### src/rtl/riscv_hazard_ctrl.sv
// Pipeline hazard controller: RAW interlock from a 3-entry rd scoreboard (EX/MEM/WB),
// data-memory freeze, and branch-redirect flush, with a saturating stall counter.
module riscv_hazard_ctrl #(
  parameter int unsigned CNT_WIDTH = 16
) (
  input  logic                 clk,
  input  logic                 reset,
  input  logic                 id_valid,
  input  logic [4:0]           id_rs1,
  input  logic [4:0]           id_rs2,
  input  logic                 id_use_rs1,
  input  logic                 id_use_rs2,
  input  logic [4:0]           id_rd,
  input  logic                 id_regwen,
  input  logic                 ex_redirect,
  input  logic                 mem_req,
  input  logic                 mem_ack,
  output logic                 pc_en,
  output logic                 ifid_en,
  output logic                 ifid_flush,
  output logic                 idex_bubble,
  output logic                 pipe_en,
  output logic [1:0]           state,
  output logic [CNT_WIDTH-1:0] stall_cnt
);

  localparam int unsigned SB_DEPTH = 3;
  localparam int unsigned REG_W    = 5;

  typedef enum logic [1:0] {
    ST_RUN   = 2'd0,
    ST_HAZ   = 2'd1,
    ST_MEMW  = 2'd2,
    ST_FLUSH = 2'd3
  } state_e;

  logic [REG_W-1:0]     r_rd [SB_DEPTH];
  logic [SB_DEPTH-1:0]  r_v;
  state_e               r_state;
  logic [CNT_WIDTH-1:0] r_cnt;

  logic   w_haz;
  state_e w_cond;

  // RAW check against every live producer; no forwarding, so WB matches stall too
  always_comb begin
    w_haz = 1'b0;
    for (int i = 0; i < int'(SB_DEPTH); i++) begin
      if (r_v[i] && ((id_use_rs1 && (r_rd[i] == id_rs1)) ||
                     (id_use_rs2 && (r_rd[i] == id_rs2)))) begin
        w_haz = 1'b1;
      end
    end
    w_haz = w_haz & id_valid;
  end

  // Condition select (MEMW > FLUSH > HAZ > RUN) and zero-latency pipeline controls
  always_comb begin
    w_cond      = ST_RUN;
    pc_en       = 1'b1;
    ifid_en     = 1'b1;
    ifid_flush  = 1'b0;
    idex_bubble = 1'b0;
    pipe_en     = 1'b1;
    if (mem_req && !mem_ack)  w_cond = ST_MEMW;
    else if (ex_redirect)     w_cond = ST_FLUSH;
    else if (w_haz)           w_cond = ST_HAZ;

    if (!reset) begin
      pc_en       = 1'b0;
      ifid_en     = 1'b0;
      ifid_flush  = 1'b1;
      idex_bubble = 1'b1;
      pipe_en     = 1'b0;
    end else begin
      case (w_cond)
        ST_MEMW: begin
          pc_en   = 1'b0;
          ifid_en = 1'b0;
          pipe_en = 1'b0;
        end
        ST_FLUSH: begin
          ifid_flush  = 1'b1;
          idex_bubble = 1'b1;
        end
        ST_HAZ: begin
          pc_en       = 1'b0;
          ifid_en     = 1'b0;
          idex_bubble = 1'b1;
        end
        default: ;
      endcase
    end
  end

  // Scoreboard shift, registered condition and saturating stall counter
  always_ff @(posedge clk or negedge reset) begin
    if (!reset) begin
      for (int i = 0; i < int'(SB_DEPTH); i++) r_rd[i] <= '0;
      r_v     <= '0;
      r_state <= ST_RUN;
      r_cnt   <= '0;
    end else begin
      r_state <= w_cond;
      if (pipe_en) begin
        r_rd[2] <= r_rd[1];
        r_v[2]  <= r_v[1];
        r_rd[1] <= r_rd[0];
        r_v[1]  <= r_v[0];
        r_rd[0] <= id_rd;
        r_v[0]  <= (w_cond == ST_RUN) & id_valid & id_regwen & (id_rd != 5'd0);
      end
      if (!pc_en && (r_cnt != '1)) r_cnt <= r_cnt + CNT_WIDTH'(1);
    end
  end

  assign state     = r_state;
  assign stall_cnt = r_cnt;

endmodule
### config.mk
export PLATFORM = sky130hd
export DESIGN_NAME = riscv_hazard_ctrl
export DESIGN_NICKNAME = d
export VERILOG_FILES = /design/src/rtl/riscv_hazard_ctrl.sv
export SDC_FILE = /design/constraint.sdc
export NUM_CORES = 1
export LEC_CHECK = 0
export CAP_MARGIN = 20
export CELL_PAD_IN_SITES_DETAIL_PLACEMENT = 0
export CELL_PAD_IN_SITES_GLOBAL_PLACEMENT = 1
export CORE_ASPECT_RATIO = 2
export CORE_MARGIN = 4
export CORE_UTILIZATION = 25
export CTS_CLUSTER_SIZE = 40
export DETAILED_ROUTE_END_ITERATION = 10
export PLACE_DENSITY = 0.62
export SYNTH_ARGS = -nofsm -noshare
export SYNTH_HDL_FRONTEND = slang
export SYNTH_SLANG_ARGS = --single-unit
### constraint.sdc
create_clock -name clk -period 7 [get_ports clk]
set_clock_uncertainty 0.15 [all_clocks]
set_input_delay 1.4 -clock clk [delete_from_list [all_inputs] [get_ports clk]]
set_output_delay 1.4 -clock clk [all_outputs]
set_load 0.01 [all_outputs]
# --- Word level (Yosys, flattened, before mapping) ---
# Index checks and enable logic that the tools add are counted.
totals:
  regBits: 36
  latch_bits: 0
  mem_bits_rw: 0
  rom_bits: 0
  in_bits: 24
  out_inout_bits: 23
  mem_count: 0
classes:
  add_sub_neg: 1
  n_mul: 0
  div: 0
  magnitude_cmp: 0
  n_eq_ne: 10
  n_shift: 0
  mux: 14
  bitwise_logic: 4
  reduce_logical: 20
ops:
  columns: ["op", "count"]
  rows:
  - ["== test 5 bit", 6]
  - ["adder 16 x 1 -> 16 bit, second input constant", 1]
  - ["inequality test 16 bit, second input constant", 1]
  - ["two-way mux 1 bit", 12]
  - ["logical AND 1 bit", 11]
  - ["nonzero test 5 bit", 1]
  - ["AND 1 bit", 4]
  - ["== test 2 bit, second input constant", 2]
  - ["two-way mux 2 bit", 2]
  - ["OR reduction 2 bit", 2]
  - ["logical OR 1 bit", 3]
  - ["== test 2 x 1 -> 1 bit, second input constant", 1]
  - ["logical NOT 1 bit", 2]
  - ["logical NOT 2 bit", 1]

# --- Depth between registers and ports, before layout ---
# Gate-level depths: netlist (run 1).
logic_depth:
  ltp_word: 17
  ltp_mapped: 11
  mapped_depth_nobuf: 11

# --- Least setup slack after synthesis (run 1) ---
# No wires, ideal clock.
synth_path:
  path_type: "input-to-output"
  startpoint: "in id_rs2[3]"
  endpoint: "out pipe_en"
  arrival_ns: 2.784
  required_time_ns: 5.450
  setup_slack_ns: 2.666
  cell_stages: 9
  path_buffers: 1
  cell_sequence: "xor2_1 > nor4_1 > nand4_1 > nand4_1 > o31ai_2 > ha_1 > nand2b_1 > clkbuf_1 > inv_1"
synth_between:
  elab_chain_len: 14
  elab_cells_between_ends: 22
  classes_between: "eq/ne (4); mux (8); bitwise (1); reduce/logical (9)"
synth_rtl:
  columns: ["element", "line_no", "text"]
  rows:
  - ["start: declaration", "10", "input logic [4:0] id_rs2,"]
  - ["== test 5 bit", "50", "(id_use_rs2 && (r_rd[i] == id_rs2)))) begin"]
  - ["logical AND 1 bit", "50", null]
  - ["logical OR 1 bit", "49", "if (r_v[i] && ((id_use_rs1 && (r_rd[i] == id_rs1)) ||"]
  - ["logical AND 1 bit", "49", null]
  - ["two-way mux 1 bit (2 in a row)", "49", null]
  - ["two-way mux 1 bit (*)", "49", null]
  - ["AND 1 bit (*)", "54", "w_haz = w_haz & id_valid;"]
  - ["two-way mux 1 bit (*)", "67", "else if (w_haz) w_cond = ST_HAZ;"]
  - ["two-way mux 2 bit (*)", "66", "else if (ex_redirect) w_cond = ST_FLUSH;"]
  - ["two-way mux 2 bit (*)", "65", "if (mem_req && !mem_ack) w_cond = ST_MEMW;"]
  - ["== test 2 bit (*)", "76", "case (w_cond)"]
  - ["two-way mux 1 bit (*)", "76", null]
  - ["two-way mux 1 bit (*)", "69", "if (!reset) begin"]
  - ["end: declaration", "22", "output logic pipe_en,"]
# Mark *: on every way between the ends. The rest lies on a longest branch, timed or not.

# --- Worst setup path in the final report (run 1) ---
layout_path:
  startpoint: "in id_rs1[3]"
  endpoint: "out pipe_en"
layout_between:
  elab_chain_len: 14
  elab_cells_between_ends: 22
  classes_between: "eq/ne (4); mux (8); bitwise (1); reduce/logical (9)"
layout_rtl:
  columns: ["element", "line_no", "text"]
  rows:
  - ["start: declaration", "9", "input logic [4:0] id_rs1,"]
  - ["== test 5 bit", "49", null]
  - ["logical AND 1 bit", "49", null]
  - ["logical OR 1 bit", "49", null]
  - ["logical AND 1 bit", "49", null]
  - ["two-way mux 1 bit (2 in a row)", "49", null]
  - ["two-way mux 1 bit (*)", "49", null]
  - ["AND 1 bit (*)", "54", null]
  - ["two-way mux 1 bit (*)", "67", null]
  - ["two-way mux 2 bit (*)", "66", null]
  - ["two-way mux 2 bit (*)", "65", null]
  - ["== test 2 bit (*)", "76", null]
  - ["two-way mux 1 bit (*)", "76", null]
  - ["two-way mux 1 bit (*)", "69", null]
# Marks and branches as above.

==> out/metrics.cfg, run 1 <==
[status]
status = finished clean

[logic_synthesis]
ys.warnings.count = 0
synthTopCellsByArea = sky130_fd_sc_hd__dfrtp_1, sky130_fd_sc_hd__xnor2_1, sky130_fd_sc_hd__xor2_1
synth_seq_area_share_pct = 45.2
synthDominantAreaCellType = sky130_fd_sc_hd__dfrtp_1
synthArstFlopShare_pct = 100
edff_count_synth = 0
synth_cell_type_count = 33
synth_area_um2 = 1990
avgSynthCellArea_um2 = 11.5
syn_nets = 201
synthCells = 173
yosys.area.top_type_share_pct = 45.2
synth_top_flop_cell = sky130_fd_sc_hd__dfrtp_1
ys_ff_latch = 36

[power]
combPwrFrac_pct = 28.9
switching_share_pct = 31.1
clock_network_fraction_of_total_power_pct = 31.2
leak_pwr_nw = 1.12
worst_vdd_rail_ir_drop_mv = 0.240
p_int_uw = 555
power.density_cell_area_nw_per_um2 = 294
p_switching_uw = 250
seq_power_share_pct = 39.9

[floorplanning]
dieArea_um2 = 9560
height_of_the_chip_um = 134
die_x_um = 71.2
initial_core_utilization_pct = 26.0
floorplan.io_pins = 47
coreArea_um2 = 7660
row_count = 45

[critical_path]
worstPathArrival_ns = 4.07
crit_path_cell_trace = clkdlybuf4s50_1 -> xor2_1 -> nor4_1 -> nand4_1 -> nand4_1 -> o31ai_2 -> ha_1 -> nand2b_1 -> buf_4 -> inv_1 -> clkdlybuf4s50_1
startpoint_kind_of_the_worst_setup_timing_path = primary input
worst-path-max-fanout = 20
critical_path.top_delay_family = buffers and inverters
worst-r2r-setup-slack_ns = 4.06
crit_type = primary input to output pin
critical_path_max_stage_delay_ns = 0.53
crit_required_ns = 5.45
cell_with_the_biggest_individual_delay_on_the_critical_path = sky130_fd_sc_hd__clkdlybuf4s50_1
critPathBufInv = 4
worst_setup_path_end_kind = output pin

[grt]
first_global_vias = 1569
grt_first_pass_wirelength_mm = 8.30
grt.overflow.total = 0
globalRouteTotalUtil_pct = 11.5
grt_start_max_net_pins = 25
antenna_found_initial = 0

[placed_design]
port_buffers = 46
placed_cells = 312
detailed_place_hpwl_mm = 4.07
gp_congestion = 0.790

[routing]
vias_after_detailed_routing = 1410
post-route-drc-count = 0
route.antenna.remaining_nets = 0
length_of_the_first_detailed_routing_pass_in_iterations = 4
initialDrtViolationCount = 19
wire_per_inst_um = 15.8
vias_per_cell = 4.41
drt_wl_total_mm = 5.07

[cts]
postCtsHoldBufs = 0
clkSinkCount = 36
clk_pin_slew_worst_paths_ns = 0.05
tritoncts.num_buffers = 5
root_cell_of_the_clock_tree = sky130_fd_sc_hd__clkbuf_16
post_cts_setup_buffer_count = 0
tritoncts = done
ctsResizeCount = 0
cts-htree-levels = 2
clk_latency_ns = 0.28
cts_max_path_buffers = 2

[timing]
report.final.setup_viol = 0
post-route-min-period_ns = 5.62
timing.final.crit_share_pct = 80.3
maxSlewViolCount = 0
worst_margin_slew_ns = 0.442
report.final.hold_viol_count = 0
fin_setup_tns_ns = 0
timing.slew.headroom_pct = 70.3
rsz_0062_raised_after_global_routing = false
maximum_frequency_from_static_timing_analysis_mhz = 178

[layout]
area_delta_synth_final_pct = 37.1
ff_latch_area_um2 = 901
final_cells = 320
multiInputGateArea_um2 = 1060
antennaDiodeCount = 0
nets = 253
post_route_cells_drive_above_1_share_pct = 13.7
fillerInstances = 816

[min_path]
hold_path.class = flip-flop to flip-flop

[run]
drv.max_cap_violation_count = 0

-- stage by stage --
stage	hold slack (ns)	total power [mW]	area [um2]	setup WS, ns	util, %
after floorplan	0.343	0.447	1990	2.67	-
after global placement	0.335	0.560	2570	1.38	33.5
after detailed placement	0.335	0.561	2570	1.36	33.5
after CTS	0.348	0.822	2740	1.35	35.7
after global routing	0.363	0.860	2740	1.26	35.7
final	0.343	0.805	2740	1.38	35.7
-- power by group through the flow --
stage	clock network [mW]	registers (mW)	logic, mW
floorplan	0	0.319	0.128
global placement	0	0.324	0.235
detailed placement	0	0.324	0.237
CTS	0.261	0.322	0.238
global route	0.272	0.330	0.257
finish	0.251	0.321	0.232
-- registers in the layout, indices dropped and copies added (netlist names) --
signal / cells
stall_cnt: 16
r_rd: 15
state: 2
r_v: 3
-- worst register-to-register path: cells and delay by family (launching register included) --
family          cells  cell delay [ns]
fa+ha+maj           1             0.31
compound gates      2             0.36
xor+xnor            2             0.30
flops               1             0.41
simple gates        6             1.30
-- cells in the final DEF (no fill, tap or decap), drive strengths merged --
| cell type | netlist | routed |
|---|---|---|
| o21ai | 1 | 1 |
| nand3 | 6 | 6 |
| nand2b | 2 | 2 |
| ha | 4 | 4 |
| inv | 5 | 5 |
| mux2 | 19 | 19 |
| clkdlybuf4s50 | 0 | 45 |
| o2111ai | 1 | 1 |
| nor4 | 4 | 4 |
| and4 | 1 | 1 |
| clkinvlp | 0 | 1 |
| xor2 | 20 | 20 |
| dfrtp | 36 | 36 |
| o31a | 1 | 1 |
| or2 | 1 | 1 |
| and2 | 3 | 3 |
| o31ai | 3 | 3 |
| xnor2 | 24 | 24 |
| nand2 | 12 | 12 |
| or4 | 1 | 1 |
| buf | 1 | 3 |
| bufinv | 0 | 1 |
| nor2b | 1 | 1 |
| nand4 | 12 | 12 |
| nor2 | 8 | 8 |
| clkinv | 0 | 1 |
| o22ai | 1 | 1 |
| and3 | 4 | 4 |
| clkbuf | 2 | 5 |
-- synth_stat cells (all sizes together) (2+ instances only) --
cell type  instances
nand2b             2
xor2              20
nor4               4
nor2               8
and3               4
nand2             12
nand4             12
dfrtp             36
o31ai              3
clkbuf             2
mux2              19
ha                 4
inv                5
xnor2             24
and2               3
nand3              6
-- cell families after synthesis --
| group | after synthesis | synth area share (%) |
|---|---|---|
| compound gates | 7 | 4.20 |
| buf+inv | 8 | 1.69 |
| flops | 36 | 45.2 |
| fa+ha+maj | 4 | 2.51 |
| mux | 19 | 10.7 |
| simple gates | 55 | 16.4 |
| xor+xnor | 44 | 19.3 |
-- final timing paths --
| kind | start | to | cells past startpoint |
|---|---|---|---|
| min in group asynchronous | reset | r_v[2]$_DFFE_PN0P_ | 1 |
| worst min-delay path | stall_cnt[13]$_DFFE_PN0P_ | stall_cnt[13]$_DFFE_PN0P_ | 1 |
| worst min register to register | stall_cnt[13]$_DFFE_PN0P_ | stall_cnt[13]$_DFFE_PN0P_ | 1 |
| worst max-delay path | id_rs1[3] | pipe_en | 11 |
| max in group asynchronous | reset | stall_cnt[13]$_DFFE_PN0P_ | 2 |
| worst max register to register | r_rd[0]$_DFFE_PN0P_ | stall_cnt[5]$_DFFE_PN0P_ | 11 |
-- final cells by class --
cell class / instances / area share, %
multi-input combinational: 129 / 38.7
sequential: 36 / 32.9
timing repair buffer: 48 / 17.2
clock buffer: 5 / 4.57
tap: 94 / 4.30
clock inverter: 3 / 1.56
inverter: 5 / 0.686
-- metal layers --
| layer | track usage [%] | routed length (um) |
|---|---|---|
| met4 | 4.71 | 96 |
| met5 | 0 | 0 |
| met3 | 3.23 | 238 |
| met1 | 10.7 | 1700 |
| met2 | 22.5 | 3030 |
Note: power is estimated with default switching activity, not from simulation.
==> run 2, diff against run 1 <==
PLACE_DENSITY = 0.64   (was 0.62)
clock period = 5 ns   (was 7 ns; I/O delays follow)
==> out/metrics.cfg, run 2 (same netlist as run 1, synthesis figures left out) <==
[status]
status = finished clean

[power]
p_int_uw = 778
combPwrFrac_pct = 28.8
switching_share_pct = 31.1
power.density_cell_area_nw_per_um2 = 413
clock_network_fraction_of_total_power_pct = 31.4
p_switching_uw = 352
totalPowerFinal_mw = 1.13
worst_vdd_rail_ir_drop_mv = 0.273
seq_power_share_pct = 39.9
leak_pwr_nw = 1.12

[timing]
hold_slack_ns = 0.338
report.final.hold_viol_count = 0
fin_setup_tns_ns = 0
timing.final.crit_share_pct = 93.1
maximum_frequency_from_static_timing_analysis_mhz = 215
timing.slew.headroom_pct = 54.0
maxSlewViolCount = 0
post-route-min-period_ns = 4.66
rsz_0062_raised_after_global_routing = false
timing.final.ws_setup_ns = 0.344
report.final.setup_viol = 0
worst_margin_slew_ns = 0.690

[cts]
postCtsHoldBufs = 0
cts-htree-levels = 2
tritoncts.num_buffers = 5
tritoncts = done
root_cell_of_the_clock_tree = sky130_fd_sc_hd__clkbuf_16
cts_max_path_buffers = 2
clkSinkCount = 36
ctsResizeCount = 0
post_cts_setup_buffer_count = 0
clk_pin_slew_worst_paths_ns = 0.06
clk_latency_ns = 0.28

[routing]
post-route-drc-count = 0
drt_wl_total_mm = 5.04
vias_per_cell = 4.53
length_of_the_first_detailed_routing_pass_in_iterations = 4
initialDrtViolationCount = 39
vias_after_detailed_routing = 1450
route.antenna.remaining_nets = 0
total_met3_wirelength_after_detailed_routing_um = 229
routedLengthMet1_mm = 1.76
wire_per_inst_um = 15.8
uppermost_signal_routing_layer_after_detailed_routing = met4
detailroute.wirelength.met2_mm = 2.90

[grt]
globalRouteTotalUtil_pct = 11.8
grt.overflow.total = 0
grt_start_max_net_pins = 32
grt_first_pass_wirelength_mm = 8.59
first_global_vias = 1704
antenna_found_initial = 0

[placed_design]
gp_congestion = 0.764
place_ws_ns = 0.293
port_buffers = 46
placedInstanceArea_um2 = 2570
detailed_place_hpwl_mm = 4.01

[floorplanning]
coreArea_um2 = 7660
die_x_um = 71.2
height_of_the_chip_um = 134
dieArea_um2 = 9560
row_count = 45
initial_core_utilization_pct = 26.0
floorplan.io_pins = 47

[layout]
finalInstanceArea_um2 = 2740
post_route_cells_drive_above_1_share_pct = 13.7
ff_latch_area_um2 = 901
fillerInstances = 849
largest_register_ffs = 16
area_delta_synth_final_pct = 37.1
nets = 253
mostFrequentLayoutCell = sky130_fd_sc_hd__clkdlybuf4s50_1
antennaDiodeCount = 0
layout_common_cells = sky130_fd_sc_hd__clkdlybuf4s50_1, sky130_fd_sc_hd__dfrtp_1, sky130_fd_sc_hd__xnor2_1, sky130_fd_sc_hd__xor2_1
multiInputGateArea_um2 = 1060

[critical_path]
cell_with_the_biggest_individual_delay_on_the_critical_path = sky130_fd_sc_hd__clkdlybuf4s50_1
worst_setup_path_startpoint = id_rs2[0]
worst-path-max-fanout = 4
critical_path_max_stage_delay_ns = 0.55
worstPathArrival_ns = 3.51
crit_type = primary input to output pin
crit_required_ns = 3.85
crit_path_cell_trace = clkdlybuf4s50_1 -> xor2_1 -> nor4_1 -> nand4_1 -> nand4_1 -> o31ai_2 -> ha_1 -> nand2_1 -> inv_1 -> clkdlybuf4s50_1
critical_path.top_delay_family = buffers and inverters
worst_setup_path_end_kind = output pin
ff2ff_path_depth = 11
startpoint_kind_of_the_worst_setup_timing_path = primary input
rr_startpoint = r_rd[13]$_DFFE_PN0P_
critPathBufInv = 3
worstSetupPathDepth = 10

[run]
drv.max_cap_violation_count = 0

[min_path]
timing.hold.worst.start = stall_cnt[13]$_DFFE_PN0P_
min_delay_path_depth = 1
hold_path.class = flip-flop to flip-flop

==> run 2: area by class of cell <==
class                      instances  area share, %
timing repair buffer              48           17.2
inverter                           5          0.686
sequential                        36           32.9
clock inverter                     3           1.56
clock buffer                       5           4.57
tap                               94           4.30
multi-input combinational        129           38.7
==> run 2: final timing paths <==
kind                            slack, ns                         to
worst max-delay path                 0.34                    ifid_en
worst min-delay path                 0.34  stall_cnt[13]$_DFFE_PN0P_
worst max register to register       2.14   stall_cnt[5]$_DFFE_PN0P_
worst min register to register       0.34  stall_cnt[13]$_DFFE_PN0P_
max in group asynchronous            3.49         state[0]$_DFF_PN0_
min in group asynchronous            0.61   stall_cnt[0]$_DFFE_PN0P_
==> run 2: metal layers <==
| layer | vias up | GRT usage [%] |
|---|---|---|
| met1 | 694 | 11.3 |
| met4 | 0 | 5.86 |
| met3 | 12 | 3.30 |
| met5 | - | 0 |
| li1 | 701 | - |
| met2 | 43 | 22.3 |
==> run 2: power by group through the flow <==
stage          combinational, mW  clock (mW)  sequential, mW
5_1_grt                    0.361       0.381           0.464
2_1_floorplan              0.179           0           0.447
3_5_place_dp               0.329           0           0.454
4_1_cts                    0.332       0.367           0.451
3_3_place_gp               0.328           0           0.454
6_report                   0.325       0.354           0.451
==> run 2: metrics by stage <==
stage	util (%)	std cells
finish	35.7	320
global route	35.7	320
CTS	35.7	320
detailed placement	33.5	312
global placement	33.5	312
floorplan	-	173
==> run 3, diff against run 2 <==
CAP_MARGIN = default   (was 20)
CORE_MARGIN = 5   (was 4)
==> out/metrics.cfg, run 3 (same netlist as run 1, synthesis figures left out) <==
[routing]
post-route-drc-count = 0
route.antenna.remaining_nets = 0
drt_wl_total_mm = 5.38
vias_after_detailed_routing = 1479
vias_per_cell = 4.61
initialDrtViolationCount = 20
length_of_the_first_detailed_routing_pass_in_iterations = 4
wire_per_inst_um = 16.8

[critical_path]
worst_setup_path_end_kind = output pin
critical_path.top_delay_family = buffers and inverters
worstPathArrival_ns = 3.58
rr_startpoint = r_rd[3]$_DFFE_PN0P_
crit_required_ns = 3.85
critical_path_max_stage_delay_ns = 0.54
worst_setup_endpoint = pc_en
worst-r2r-setup-slack_ns = 2.14
crit_path_cell_trace = clkdlybuf4s50_1 -> xor2_1 -> nor4_1 -> nand4_1 -> nand4_1 -> o31ai_2 -> ha_1 -> nand2_1 -> inv_1 -> clkdlybuf4s50_1
worst_setup_path_startpoint = id_rs1[3]
critPathBufInv = 3
worst-path-max-fanout = 4
startpoint_kind_of_the_worst_setup_timing_path = primary input
ff2ff_path_depth = 11
worstSetupPathDepth = 10
worst_r2r_endpoint = stall_cnt[5]$_DFFE_PN0P_
crit_type = primary input to output pin
cell_with_the_biggest_individual_delay_on_the_critical_path = sky130_fd_sc_hd__clkdlybuf4s50_1

[floorplanning]
initial_core_utilization_pct = 25.3
die_x_um = 73.2
floorplan.io_pins = 47
row_count = 46
coreArea_um2 = 7890
dieArea_um2 = 9970
height_of_the_chip_um = 136

[timing]
timing.final.ws_setup_ns = 0.272
rsz_0062_raised_after_global_routing = false
maxSlewViolCount = 0
maximum_frequency_from_static_timing_analysis_mhz = 212
worst_margin_slew_ns = 0.466
fin_setup_tns_ns = 0
timing.final.crit_share_pct = 94.6
post-route-min-period_ns = 4.73
timing.slew.headroom_pct = 68.6
report.final.hold_viol_count = 0
report.final.setup_viol = 0

[cts]
tritoncts.num_buffers = 5
clk_pin_slew_worst_paths_ns = 0.05
tritoncts = done
postCtsHoldBufs = 0
cts-htree-levels = 2
clk_latency_ns = 0.28
clkSinkCount = 36
root_cell_of_the_clock_tree = sky130_fd_sc_hd__clkbuf_16
cts_max_path_buffers = 2
ctsResizeCount = 0
post_cts_setup_buffer_count = 0

[power]
clock_network_fraction_of_total_power_pct = 27.4
seq_power_share_pct = 42.0
worst_vdd_rail_ir_drop_mv = 0.230
combPwrFrac_pct = 30.6
leak_pwr_nw = 1.11
switching_share_pct = 32.5
power.density_cell_area_nw_per_um2 = 397
p_switching_uw = 349
p_int_uw = 724
totalPowerFinal_mw = 1.07

[placed_design]
port_buffers = 46
gp_congestion = 0.907
detailed_place_hpwl_mm = 4.39
place_ws_ns = 0.213

[grt]
grt.overflow.total = 0
grt_start_max_net_pins = 30
grt_first_pass_wirelength_mm = 8.27
antenna_found_initial = 0
first_global_vias = 1654
globalRouteTotalUtil_pct = 11.5

[layout]
layout_common_cells = sky130_fd_sc_hd__clkdlybuf4s50_1, sky130_fd_sc_hd__dfrtp_1, sky130_fd_sc_hd__xnor2_1, sky130_fd_sc_hd__xor2_1
fillerInstances = 798
nets = 253
mostFrequentLayoutCell = sky130_fd_sc_hd__clkdlybuf4s50_1
post_route_cells_drive_above_1_share_pct = 12.9
area_delta_synth_final_pct = 35.6
largest_register_ffs = 16
antennaDiodeCount = 0
final_core_util_pct = 34.3

[status]
status = finished clean

[run]
drv.max_cap_violation_count = 0

[min_path]
hold_path.class = flip-flop to flip-flop

==> run 3: how the worst min path moves through the flow <==
| stage | startpoint | end | depth (start not counted) |
|---|---|---|---|
| 3_5_place_dp | stall_cnt[14]$_DFFE_PN0P_ | stall_cnt[14]$_DFFE_PN0P_ | 1 |
| 3_3_place_gp | stall_cnt[14]$_DFFE_PN0P_ | stall_cnt[14]$_DFFE_PN0P_ | 1 |
| 2_1_floorplan | r_v[0]$_DFFE_PN0P_ | r_v[0]$_DFFE_PN0P_ | 2 |
| 4_1_cts | stall_cnt[14]$_DFFE_PN0P_ | stall_cnt[14]$_DFFE_PN0P_ | 1 |
| 5_1_grt | stall_cnt[13]$_DFFE_PN0P_ | stall_cnt[13]$_DFFE_PN0P_ | 1 |
| 6_report | stall_cnt[13]$_DFFE_PN0P_ | stall_cnt[13]$_DFFE_PN0P_ | 1 |
==> run 3: power groups by stage <==
stage	Clock, mW	Sequential (mW)	Combinational [mW]
2_1_floorplan	0	0.447	0.179
3_3_place_gp	0	0.453	0.335
3_5_place_dp	0	0.456	0.337
4_1_cts	0.302	0.452	0.339
5_1_grt	0.314	0.465	0.358
6_report	0.294	0.450	0.329
==> run 3: through the flow <==
stage | hold WS (ns) | cells | cell area (um2)
floorplan | 0.343 | 173 | 1990
global placement | 0.335 | 314 | 2570
detailed placement | 0.344 | 314 | 2570
CTS | 0.357 | 321 | 2700
global route | 0.363 | 321 | 2700
finish | 0.351 | 321 | 2700
==> run 3: cell type report <==
| type | count | area, um2 | area share, % |
|---|---|---|---|
| tap | 96 | 120 | 4.44 |
| clock buffer | 6 | 129 | 4.77 |
| sequential | 36 | 901 | 33.3 |
| timing repair buffer | 48 | 470 | 17.4 |
| inverter | 5 | 18.8 | 0.694 |
| multi-input combinational | 129 | 1060 | 39.2 |
| clock inverter | 1 | 5.00 | 0.185 |
==> run 3: metal layers <==
metal	GRT usage [%]	up-vias	wire length (um)
li1	-	702	-
met1	9.45	729	1610
met2	23.0	36	3280
met3	2.81	12	260
met4	6.78	0	225
met5	0	-	0
